### src/rtl/player_motion_ctrl.sv
// -----------------------------------------------------------------------------
// player_motion_ctrl
// Per-frame player movement, facing direction and shot timing driven by a
// rollover keyboard report. All game state advances only on the rising edge
// of the frame sync (one "tick" per frame).
//
// Ports
//   Clk      in   system clock, all state on rising edge
//   Reset_n  in   asynchronous active-low reset
//   VGA_VS   in   frame sync level, synchronous to Clk
//   keycode  in   NKEYS 8-bit key slots, slot i at [8i+7:8i]
//   x, y     out  registered player position, clamped to the map bounds
//   dir      out  registered facing: 0=N 1=S 2=E 3=W
//   fire     out  one-Clk shot pulse
//   moving   out  registered, 1 when the position changed on the last frame
// -----------------------------------------------------------------------------
module player_motion_ctrl #(
   parameter int         NKEYS    = 4,
   parameter int         W        = 12,
   parameter int         STEP     = 2,
   parameter int         X_MIN    = 64,
   parameter int         X_MAX    = 3136,
   parameter int         Y_MIN    = 64,
   parameter int         Y_MAX    = 2336,
   parameter int         X_INIT   = 700,
   parameter int         Y_INIT   = 700,
   parameter logic [7:0] KEY_UP   = 8'h1A,
   parameter logic [7:0] KEY_DN   = 8'h16,
   parameter logic [7:0] KEY_LT   = 8'h04,
   parameter logic [7:0] KEY_RT   = 8'h07,
   parameter logic [7:0] KEY_AUP  = 8'h52,
   parameter logic [7:0] KEY_ADN  = 8'h51,
   parameter logic [7:0] KEY_ALT  = 8'h50,
   parameter logic [7:0] KEY_ART  = 8'h4F,
   parameter logic [7:0] KEY_FIRE = 8'h2C,
   parameter int         COOLDOWN = 30
) (
   input  logic                 Clk,
   input  logic                 Reset_n,
   input  logic                 VGA_VS,
   input  logic [8*NKEYS-1:0]   keycode,
   output logic [W-1:0]         x,
   output logic [W-1:0]         y,
   output logic [1:0]           dir,
   output logic                 fire,
   output logic                 moving
);

   localparam logic [0:0] S_READY = 1'b0;
   localparam logic [0:0] S_COOL  = 1'b1;

   localparam logic signed [W+1:0] STEP_S = STEP[W+1:0];
   localparam logic signed [W+1:0] XMIN_S = X_MIN[W+1:0];
   localparam logic signed [W+1:0] XMAX_S = X_MAX[W+1:0];
   localparam logic signed [W+1:0] YMIN_S = Y_MIN[W+1:0];
   localparam logic signed [W+1:0] YMAX_S = Y_MAX[W+1:0];
   localparam logic [W-1:0]        XINIT  = X_INIT[W-1:0];
   localparam logic [W-1:0]        YINIT  = Y_INIT[W-1:0];
   localparam logic [7:0]          CD     = COOLDOWN[7:0];

   // A key is pressed if any slot holds it; 8'h00 marks an empty slot.
   function automatic logic key_hit(input logic [8*NKEYS-1:0] kc,
                                    input logic [7:0]         k);
      logic hit;
      hit = 1'b0;
      for (int i = 0; i < NKEYS; i++) begin
         if ((kc[8*i +: 8] == k) && (k != 8'h00)) hit = 1'b1;
      end
      return hit;
   endfunction

   // Opposing keys cancel; a single key gives +/-STEP.
   function automatic logic signed [W+1:0] axis_delta(input logic pos,
                                                      input logic neg);
      logic signed [W+1:0] d;
      d = '0;
      if (pos && !neg)      d = STEP_S;
      else if (neg && !pos) d = -STEP_S;
      return d;
   endfunction

   function automatic logic [W-1:0] clamp(input logic signed [W+1:0] v,
                                          input logic signed [W+1:0] lo,
                                          input logic signed [W+1:0] hi);
      logic signed [W+1:0] c;
      c = v;
      if (v < lo)      c = lo;
      else if (v > hi) c = hi;
      return c[W-1:0];
   endfunction

   logic          r_vs_d;
   logic [0:0]    r_state;
   logic [7:0]    r_cnt;
   logic [W-1:0]  r_x;
   logic [W-1:0]  r_y;
   logic [1:0]    r_dir;
   logic          r_fire;
   logic          r_moving;

   logic          w_tick;
   logic          w_up, w_dn, w_lt, w_rt;
   logic          w_aup, w_adn, w_alt, w_art, w_fire_key;
   logic [W-1:0]  w_nx, w_ny;
   logic [1:0]    w_ndir;
   logic [7:0]    w_cnt_dec;

   assign w_tick     = VGA_VS & ~r_vs_d;

   assign w_up       = key_hit(keycode, KEY_UP);
   assign w_dn       = key_hit(keycode, KEY_DN);
   assign w_lt       = key_hit(keycode, KEY_LT);
   assign w_rt       = key_hit(keycode, KEY_RT);
   assign w_aup      = key_hit(keycode, KEY_AUP);
   assign w_adn      = key_hit(keycode, KEY_ADN);
   assign w_alt      = key_hit(keycode, KEY_ALT);
   assign w_art      = key_hit(keycode, KEY_ART);
   assign w_fire_key = key_hit(keycode, KEY_FIRE);

   // Each axis is clamped on its own so hitting one wall still lets the
   // player slide along it.
   assign w_nx = clamp($signed({2'b00, r_x}) + axis_delta(w_rt, w_lt), XMIN_S, XMAX_S);
   assign w_ny = clamp($signed({2'b00, r_y}) + axis_delta(w_dn, w_up), YMIN_S, YMAX_S);

   // Aim keys override movement keys for facing; no key held keeps facing.
   always_comb begin
      w_ndir = r_dir;
      if      (w_art) w_ndir = 2'd2;
      else if (w_alt) w_ndir = 2'd3;
      else if (w_adn) w_ndir = 2'd1;
      else if (w_aup) w_ndir = 2'd0;
      else if (w_rt)  w_ndir = 2'd2;
      else if (w_lt)  w_ndir = 2'd3;
      else if (w_dn)  w_ndir = 2'd1;
      else if (w_up)  w_ndir = 2'd0;
   end

   assign w_cnt_dec = r_cnt - 8'd1;

   always_ff @(posedge Clk or negedge Reset_n) begin
      if (!Reset_n) begin
         // vs_d starts high so a sync already high at release is not a tick.
         r_vs_d   <= 1'b1;
         r_state  <= S_READY;
         r_cnt    <= 8'd0;
         r_x      <= XINIT;
         r_y      <= YINIT;
         r_dir    <= 2'd0;
         r_fire   <= 1'b0;
         r_moving <= 1'b0;
      end else begin
         r_vs_d <= VGA_VS;
         r_fire <= 1'b0;
         if (w_tick) begin
            r_x      <= w_nx;
            r_y      <= w_ny;
            r_dir    <= w_ndir;
            r_moving <= (w_nx != r_x) || (w_ny != r_y);
            case (r_state)
               S_READY: begin
                  if (w_fire_key) begin
                     r_fire  <= 1'b1;
                     r_cnt   <= CD;
                     r_state <= S_COOL;
                  end
               end
               default: begin
                  // The tick that empties the counter only re-arms; the next
                  // tick can fire, giving a COOLDOWN+1 frame repeat period.
                  r_cnt <= w_cnt_dec;
                  if (w_cnt_dec == 8'd0) r_state <= S_READY;
               end
            endcase
         end
      end
   end

   assign x      = r_x;
   assign y      = r_y;
   assign dir    = r_dir;
   assign fire   = r_fire;
   assign moving = r_moving;

endmodule

### config.mk
export PLATFORM = sky130hd
export DESIGN_NAME = player_motion_ctrl
export DESIGN_NICKNAME = d
export VERILOG_FILES = /design/src/rtl/player_motion_ctrl.sv
export SDC_FILE = /design/constraint.sdc
export NUM_CORES = 1
export LEC_CHECK = 0
export BUFFER_PORTS_ARGS = -buffer_cell sky130_fd_sc_hd__buf_2
export CAP_MARGIN = 20
export CORE_ASPECT_RATIO = 2
export CORE_MARGIN = 5
export CORE_UTILIZATION = 60
export CTS_CLUSTER_SIZE = 16
export DETAILED_ROUTE_END_ITERATION = 10
export GPL_TIMING_DRIVEN = 0
export PLACE_DENSITY_LB_ADDON = 0.25
export SETUP_SLACK_MARGIN = 0.2
export SLEW_MARGIN = 20
export SYNTH_ARGS = -nofsm -noshare
export SYNTH_HDL_FRONTEND = slang
export SYNTH_SLANG_ARGS = --single-unit
### constraint.sdc
create_clock -name Clk -period 8 [get_ports Clk]
set_input_delay 1.2 -clock Clk [delete_from_list [all_inputs] [get_ports Clk]]
set_output_delay 1.2 -clock Clk [all_outputs]
set_load 0.01 [all_outputs]
Yosys cells after proc, flatten, opt, wreduce, memory -nomap -nowiden:

Index checks and enable logic that the tools add are counted.

* register bits: 38
* bits of input ports: 35
* logic and storage cells: 128

* add/subtract/negate cells: 3
* magnitude comparators: 4
* equality and inequality tests: 38
* multiplexer cells: 59
* bitwise operators: 2
* reduce and logical (&&, ||, !) cells: 14

Operators with widths (count)
* 8-bit by 7-bit == test with 1-bit output (second input constant): 16
* 8-bit by 3-bit == test with 1-bit output (second input constant): 8
* 8-bit by 5-bit == test with 1-bit output (second input constant): 8
* 14-bit 2-to-1 mux: 4
* 12-bit 2-to-1 mux: 4
* 1-bit 2-to-1 mux: 41
* 8-bit by 6-bit == test with 1-bit output (second input constant): 4
* 13-bit by 14-bit adder with 14-bit output: 2
* 14-bit by 13-bit > comparator with 1-bit output (second input constant): 2
* 14-bit by 8-bit less-than comparator with 1-bit output (second input constant): 2
* 12-bit != test: 2
* 2-bit 2-to-1 mux: 8
* 8-bit 2-to-1 mux: 2
* 8-bit zero test: 1
* 8-bit nonzero test: 1
* 8-bit by 1-bit subtractor with 8-bit output (second input constant): 1
* 1-bit logical AND: 4
* 1-bit zero test: 4
* 2-bit AND reduction: 2
* 2-bit nonzero test: 1
* 1-bit AND: 1
* 1-bit logical OR: 1
* 1-bit NOT: 1

Depth between registers and ports, before layout:

Gate-level depths: netlist of the first run.

* depth in word-level cells: 15
* depth in mapped cells: 20
* gate-level depth less buffers: 20

Worst setup path after synthesis of the first run:

Ideal clock, no wire load.

* path type: in2reg
* from: input keycode[29]
* to: register r_moving (netlist: moving)
* arrival time: 5599 ps
* slack: 2268 ps
* stages on the path: 15
* path buffers: 0
* path through: or4bb_1 or4b_2 nand4_1 ha_1 ha_1 nor2b_4 o31a_4 or3_1 a21o_1 o21a_1 o21a_2 or3_1 a221o_1 nor4_2 a31oi_1

* cells in the longest elaborated chain, start to end: 12

Ends and longest elaborated chain
* start, declared: line 41 `input logic [8*NKEYS-1:0] keycode,`
* 8-bit by 3-bit == test with 1-bit output / 8-bit by 5-bit == test with 1-bit output (equally long branches): line 67 `if ((kc[8*i +: 8] == k) && (k != 8'h00)) hit = 1'b1;`
* 1-bit 2-to-1 mux: line 67
* 1-bit zero test: line 78 `else if (neg && !pos) d = -STEP_S;`
* 1-bit logical AND: line 78
* 14-bit 2-to-1 mux: line 78
* 14-bit 2-to-1 mux: line 77 `if (pos && !neg) d = STEP_S;`
* 13-bit by 14-bit adder with 14-bit output (on tied branches): line 122, 123
* 14-bit by 13-bit > comparator with 1-bit output: line 88 `else if (v > hi) c = hi;`
* 12-bit 2-to-1 mux: line 88
* 12-bit 2-to-1 mux: line 87 `if (v < lo) c = lo;`
* 12-bit != test: line 158 `r_moving <= (w_nx != r_x) || (w_ny != r_y);`
* 1-bit logical OR *: line 158
* end signal, assigned: line 158
* end, declared: line 99 `logic r_moving;`

Mark *: on every way between the ends. The rest lies on a longest branch, timed or not.
A chain may end at the register's enable or synchronous reset.

Worst setup path in the final report of the first run:

Ends and elaborated chain as after synthesis.

==> impl_metrics.toml, run 1 <==
[route]
drt-vias-per-instance = 6.75
drtIter0Drc = 349
ant_nets = 0
routedWlPerCell_um = 18.5
dr_total_vias = 4804
firstDrtPassIters = 5
totalWireLength_um = 13200
route.detailed.drc = 0

[clocking]
h-tree-depth = 2
clk_pin_slew_ns = 0.06
cts_hold_buf = 0
post_cts_buffers = 0
cts_root_buf = "clkbuf_16"
cts_buffers = 5
cts_tree = "done"
cts.sinks = 38
clock_path_buffers = 2
clk_latency_ns = 0.28
cts_resized = 0

[sta]
finalCritPeriodShare = 0.808
setup_tns_ns = 0
slew-limit-headroom = 0.451
drv_slew = 0
rsz0062_at_grt = "no"
min_period_ns = 6.47
finalSetupViolCount = 0
max_slew.worst_pin.slew_ns = 0.823
fmax_ghz = 0.155
finClkSkew_ns = 0.00160
hold_viol_final = 0

[cells_and_area]
drive_gt1_frac = 0.203
regArea_um2 = 967
antennaDiodeCount = 0
fillCellCount = 630
multi_input_comb_area_um2 = 3320
final_area_um2 = 5020
final_nets = 687
area_growth_pct = 13.0

[critical_path]
critical_path.max_fanout = 18
cp-start-kind = "primary input"
r2r_cells = 12
crit_path_end_kind = "flip-flop"
cp_data_required_time_ns = 8.15
critical_path_class = "in -> reg"
cp.arrival_ns = 6.62

[global_route]
grt_pass1_vias = 4746
antenna_found_initial = 0
track_usage = 0.276
grt_pass1_wl_um = 21400
overflow = 0
grt_max_degree = 39

[worst_hold_path]
min_path_cells = 1
hp-class = "reg -> reg"

[floorplan]
fp.dieW_um = 70.9
core_um2 = 7270
start_util = 0.611
io_pins = 63
dieArea_um2 = 9330
dieHeight_um = 132
rows = 44

[power]
power_w = 0.00106
powerDensity_nw_per_um2 = 210
leakage_nw = 2.13
vdd_drop_max_mv = 0.135

[logic_synthesis]
synth-main-ff-cell = "dfrtp_1"
synth.avg_cell_area_um2 = 8.08
ys_types = 87
synth_fp_nets = 618
synth_cells = 550
yosysWarnings = 0
ys_async_sr_fraction = 1.00
synth_seq_area_share = 0.218
synth-seq-cells = 38
syn_area_um2 = 4440
synth_edf_count = 0

[place]
placed_area_um2 = 4870
port_buffers = 62
place_congestion = 0.961
hpwlAfterDp_um = 10400

[run_status]
status = "completed"

[job]
maxCapViolations = 0
==> sequential cells by signal, summed over array words and instances, names as in the netlist <==
signal and flops:
dir 2, fire 1, moving 1, r_cnt 8
r_state 1, r_vs_d 1, x 12, y 12
==> worst paths after layout <==
check | to | slack, ns | start
worst min register to register | fire$_DFF_PN0_ | 0.48 | r_state$_DFFE_PN0P_
max in group asynchronous | x[10]$_DFFE_PN0P_ | 6.46 | Reset_n
worst max register to register | moving$_DFFE_PN0P_ | 4.08 | x[1]$_DFFE_PN0P_
min in group asynchronous | r_cnt[2]$_DFFE_PN0P_ | 1.01 | Reset_n
worst min-delay path | fire$_DFF_PN0_ | 0.48 | r_state$_DFFE_PN0P_
worst max-delay path | moving$_DFFE_PN0P_ | 1.53 | keycode[29]
==> Yosys cell counts (11+ instances only) <==
| cell type | n | area share |
|---|---|---|
| dfstp_2 | 13 | 0.077 |
| a21oi_1 | 25 | 0.028 |
| ha_1 | 31 | 0.087 |
| nor2_1 | 45 | 0.038 |
| or3_1 | 11 | 0.015 |
| xnor2_1 | 16 | 0.032 |
| nor3_1 | 20 | 0.023 |
| o21ai_0 | 31 | 0.035 |
| dfrtp_1 | 25 | 0.14 |
| inv_1 | 24 | 0.020 |
| a31oi_1 | 11 | 0.015 |
| o31ai_1 | 15 | 0.025 |
| nand3_1 | 16 | 0.018 |
| nand2b_1 | 11 | 0.015 |
| nand2_1 | 60 | 0.051 |
==> through the flow <==
step | instances | util | setup WS, ns | hold WS (ns)
floorplan | 550 | - | 2.27 | 0.438
global placement | 704 | 0.670 | 1.40 | 0.451
detailed placement | 704 | 0.670 | 1.29 | 0.461
CTS | 712 | 0.691 | 1.58 | 0.472
global route | 712 | 0.691 | 1.20 | 0.496
finish | 712 | 0.691 | 1.53 | 0.481
==> report_power, final <==
group          leakage (nW)  internal (W)  switching, W
logic                  1.61      0.000223      0.000296
registers             0.451      0.000257     0.0000780
clock network        0.0729      0.000123     0.0000787
total                  2.13      0.000603      0.000453
==> cell usage in the layout (no fill, tap or decap), types with 5 or more instances in the layout <==
cell / instances
a211oi_1: 8
a21o_1: 5
a21oi_1: 25
a31oi_1: 11
buf_2: 66
clkbuf_1: 8
clkbuf_16: 5
dfrtp_1: 25
dfstp_2: 13
ha_1: 31
inv_1: 24
nand2_1: 60
nand2b_1: 11
nand3_1: 16
nand3b_1: 7
nand4_1: 8
nand4b_1: 6
nor2_1: 45
nor2b_1: 7
nor3_1: 20
nor4_1: 8
nor4b_1: 5
o211ai_1: 8
o21a_1: 7
o21ai_0: 31
o21ai_1: 5
o22ai_1: 6
o31ai_1: 15
or3_1: 11
xnor2_1: 16
xor2_1: 10
==> critical path: stages <==
cell and delay [ns]:
buf_2 0.12, or4bb_1 0.54, or4b_2 0.63, nand4_1 0.15
ha_1 0.69, inv_1 0.18, fa_1 0.55, nor2b_4 0.16
o31a_4 0.17, o21ai_1 0.15, a311oi_2 0.62, or3_1 0.26
o21ai_2 0.11, or3_1 0.39, a221o_1 0.34, nor4_2 0.20
a31oi_1 0.12
==> per-layer routing <==
metal	vias up	share of wire	track usage
met5	-	0	0
met2	205	0.53	0.509
li1	2238	-	-
met4	0	0.068	0.205
met1	2288	0.35	0.272
met3	73	0.050	0.0291
==> cell type report <==
cell class / instances / area share
inverters: 24 / 0.0179
clock buffers: 6 / 0.0277
well taps: 92 / 0.0229
plain buffers: 13 / 0.0127
clock inverters: 2 / 0.00249
flip-flops and latches: 38 / 0.193
repair buffers: 62 / 0.0618
multi-input cells: 475 / 0.662
==> logic make-up (layout without fill, tap and decap cells) <==
family,Yosys count,count (layout),share of synthesized area
AO/OA/AOI/OAI,172,172,0.282
flip-flops,38,38,0.218
XOR/XNOR,27,27,0.0549
AND/OR/NAND/NOR,235,235,0.291
buffers and inverters,37,107,0.0346
adder cells (fa/ha/maj),33,33,0.0963
multiplexers,8,8,0.0228
Note: power is estimated with default switching activity, not from simulation.
==> inputs of run 2 (changes only) <==
--- a/config.mk
+++ b/config.mk
@@ -9,7 +9,7 @@
 export CAP_MARGIN = 20
 export CORE_ASPECT_RATIO = 2
 export CORE_MARGIN = 5
-export CORE_UTILIZATION = 60
+export CORE_UTILIZATION = 54
 export CTS_CLUSTER_SIZE = 16
 export DETAILED_ROUTE_END_ITERATION = 10
 export GPL_TIMING_DRIVEN = 0
==> constraint.sdc (replaced) <==
create_clock -name Clk -period 5.3 [get_ports Clk]
set_input_delay 0.795 -clock Clk [delete_from_list [all_inputs] [get_ports Clk]]
set_output_delay 0.795 -clock Clk [all_outputs]
set_load 0.01 [all_outputs]
==> run 2 against run 1 <==
Against the previous run: first-iteration DRC count up 1.4%; register-to-register slack got worse by 2.4 ns; combinational power is 74% higher; design area up 12%.
==> impl_metrics.toml, run 2 (same netlist as run 1, synthesis figures left out) <==
[run_status]
status = "completed"

[global_route]
grt_pass1_wl_um = 22000
use_met3 = 0.0276
use_met2 = 0.496
antenna_found_initial = 0
use_met1 = 0.261
grt_max_degree = 39
track_usage = 0.266
grt_pass1_vias = 4808
overflow = 0
top_usage_layer = "met2"

[cells_and_area]
area_growth_pct = 26.8
final_nets = 714
final_cell_mix = "buf_2, nand2_1, nor2_1"
antennaDiodeCount = 0
layout_commonest_cell = "buf_2"
fillCellCount = 649
drive_gt1_frac = 0.297
final_util = 0.689

[sta]
finalCritPeriodShare = 0.990
slew-limit-headroom = 0.439
hold_viol_final = 0
max_slew.worst_pin.slew_ns = 0.842
min_period_ns = 5.25
rsz0062_at_grt = "yes"
hold_slack_ns = 0.468
fmax_ghz = 0.191
drv_slew = 0
finalSetupViolCount = 0
setup_tns_ns = 0
finClkSkew_ns = 0.00338

[route]
ant_nets = 0
totalWireLength_um = 14600
dr_total_vias = 4981
routedWlPerCell_um = 19.6
route.detailed.drc = 0
firstDrtPassIters = 5
drt-vias-per-instance = 6.69
drtIter0Drc = 354

[floorplan]
fp.dieW_um = 74.1
rows = 47
dieArea_um2 = 10300
core_um2 = 8170
dieHeight_um = 138
start_util = 0.544
io_pins = 63

[clocking]
cts.sinks = 38
cts_tree = "done"
cts_buffers = 5
clock_path_buffers = 2
clk_pin_slew_ns = 0.06
clk_latency_ns = 0.29
cts_root_buf = "clkbuf_16"
h-tree-depth = 2

[power]
power_w = 0.00181
swShare = 0.410
leakage_nw = 2.32
powerDensity_nw_per_um2 = 321
vdd_drop_max_mv = 0.246
p_sw_w = 0.000743
p_seq_frac = 0.285
p_clk_frac = 0.217
comb_power_share = 0.498
p_int_w = 0.00107

[critical_path]
crit_top_cell = "buf_8"
critical_path_class = "in -> reg"
cp-start-kind = "primary input"
ff2ff_setup_slack_ns = 1.64
critical_path.max_fanout = 8
r2r_start = "y[3]$_DFFE_PN1P_"
cpMaxStageDelayCell = "a2111oi_4"
cp_data_required_time_ns = 5.46
r2r_end = "moving$_DFFE_PN0P_"
crit_path_end_kind = "flip-flop"
critPathMaxStageDelay_ns = 0.54
path_cells = "buf_8 > or4bb_4 > or4b_4 > nand4_1 > ha_4 > buf_8 > ha_2 > o211ai_1 > o21a_2 > a2111oi_4 > o21ai_2 > mux2_4 > o41ai_2 > a21oi_1 > a221o_1 > nor4_2 > a31oi_1"
cp.arrival_ns = 5.41
r2r_cells = 11

[place]
port_buffers = 62
place_congestion = 0.966
hpwlAfterDp_um = 10500

[worst_hold_path]
hold_end = "fire$_DFF_PN0_"
min_path_cells = 1
min_from = "r_state$_DFFE_PN0P_"
hp-class = "reg -> reg"

[job]
maxCapViolations = 0
==> run 2: changes by cell type in the layout (fill, tap and decap cells not counted), moves of 3 or more <==
cell     before  now
ha_1         31   20
or3_1        11    8
a21oi_1      25   21
or3_4         1    4
o21a_4        0    3
buf_2        66   61
a21oi_4       0    3
ha_4          0    5
o21ai_4       0    3
buf_6         0    3
ha_2          0    6
buf_4         0   25
==> run 2: worst max-delay path by stage <==
| stage | end | slack [ns] | depth (start not counted) | from |
|---|---|---|---|---|
| 2_1_floorplan | moving$_DFFE_PN0P_ | 0.21 | 18 | keycode[29] |
| 3_3_place_gp | moving$_DFFE_PN0P_ | -0.44 | 17 | keycode[29] |
| 3_5_place_dp | moving$_DFFE_PN0P_ | -0.50 | 19 | keycode[29] |
| 4_1_cts | moving$_DFFE_PN0P_ | 0.21 | 18 | keycode[29] |
| 5_1_grt | moving$_DFFE_PN0P_ | -0.04 | 17 | keycode[24] |
| 6_report | moving$_DFFE_PN0P_ | 0.05 | 17 | keycode[24] |
==> run 2: critical path: cells and delay by family <==
family / cells / cell delay, ns
AOI/OAI and AO/OA: 8 / 2.10
and+or+nand+nor: 4 / 1.47
adders and majority gates: 2 / 0.45
muxes: 1 / 0.33
buffers and inverters: 2 / 0.24
==> run 2: metal layers <==
metal  vias to the layer above  wire length, um
met5                         -                0
li1                       2283                -
met2                       226             8010
met3                        80              789
met1                      2392             4940
met4                         0              872
==> run 2: timing repair <==
| item | in CTS | in global routing |
|---|---|---|
| setup buffers | 13 | 14 |
| pin swaps | 12 | 30 |
| hold buffers | 0 | 0 |
| endpoints found under the setup margin | 11 | 11 |
| resized for setup | 18 | 52 |
==> run 2: final cells by class <==
class,count,area [um2],area share
clock inverter,3,68.8,0.0122
sequential,38,967,0.172
buffer,13,72.6,0.0129
inverter,24,92.6,0.0164
multi-input combinational,475,3620,0.642
timing repair buffer,89,568,0.101
clock buffer,5,125,0.0222
tap,98,123,0.0218
==> run 2: metrics by stage <==
step           area [um2]  instances  setup WS (ns)
2_1_floorplan        4460        550          0.214
3_3_place_gp         4890        710         -0.435
3_5_place_dp         4890        710         -0.498
4_1_cts              5280        731          0.207
5_1_grt              5630        745        -0.0378
6_report             5630        745         0.0523
==> run 2: power groups by stage <==
stage | Combinational (W) | Sequential [W] | Clock, W
global route | 0.000979 | 0.000529 | 0.000408
CTS | 0.000807 | 0.000509 | 0.000395
detailed placement | 0.000769 | 0.000510 | 0
global placement | 0.000744 | 0.000508 | 0
floorplan | 0.000547 | 0.000498 | 0
finish | 0.000901 | 0.000517 | 0.000393
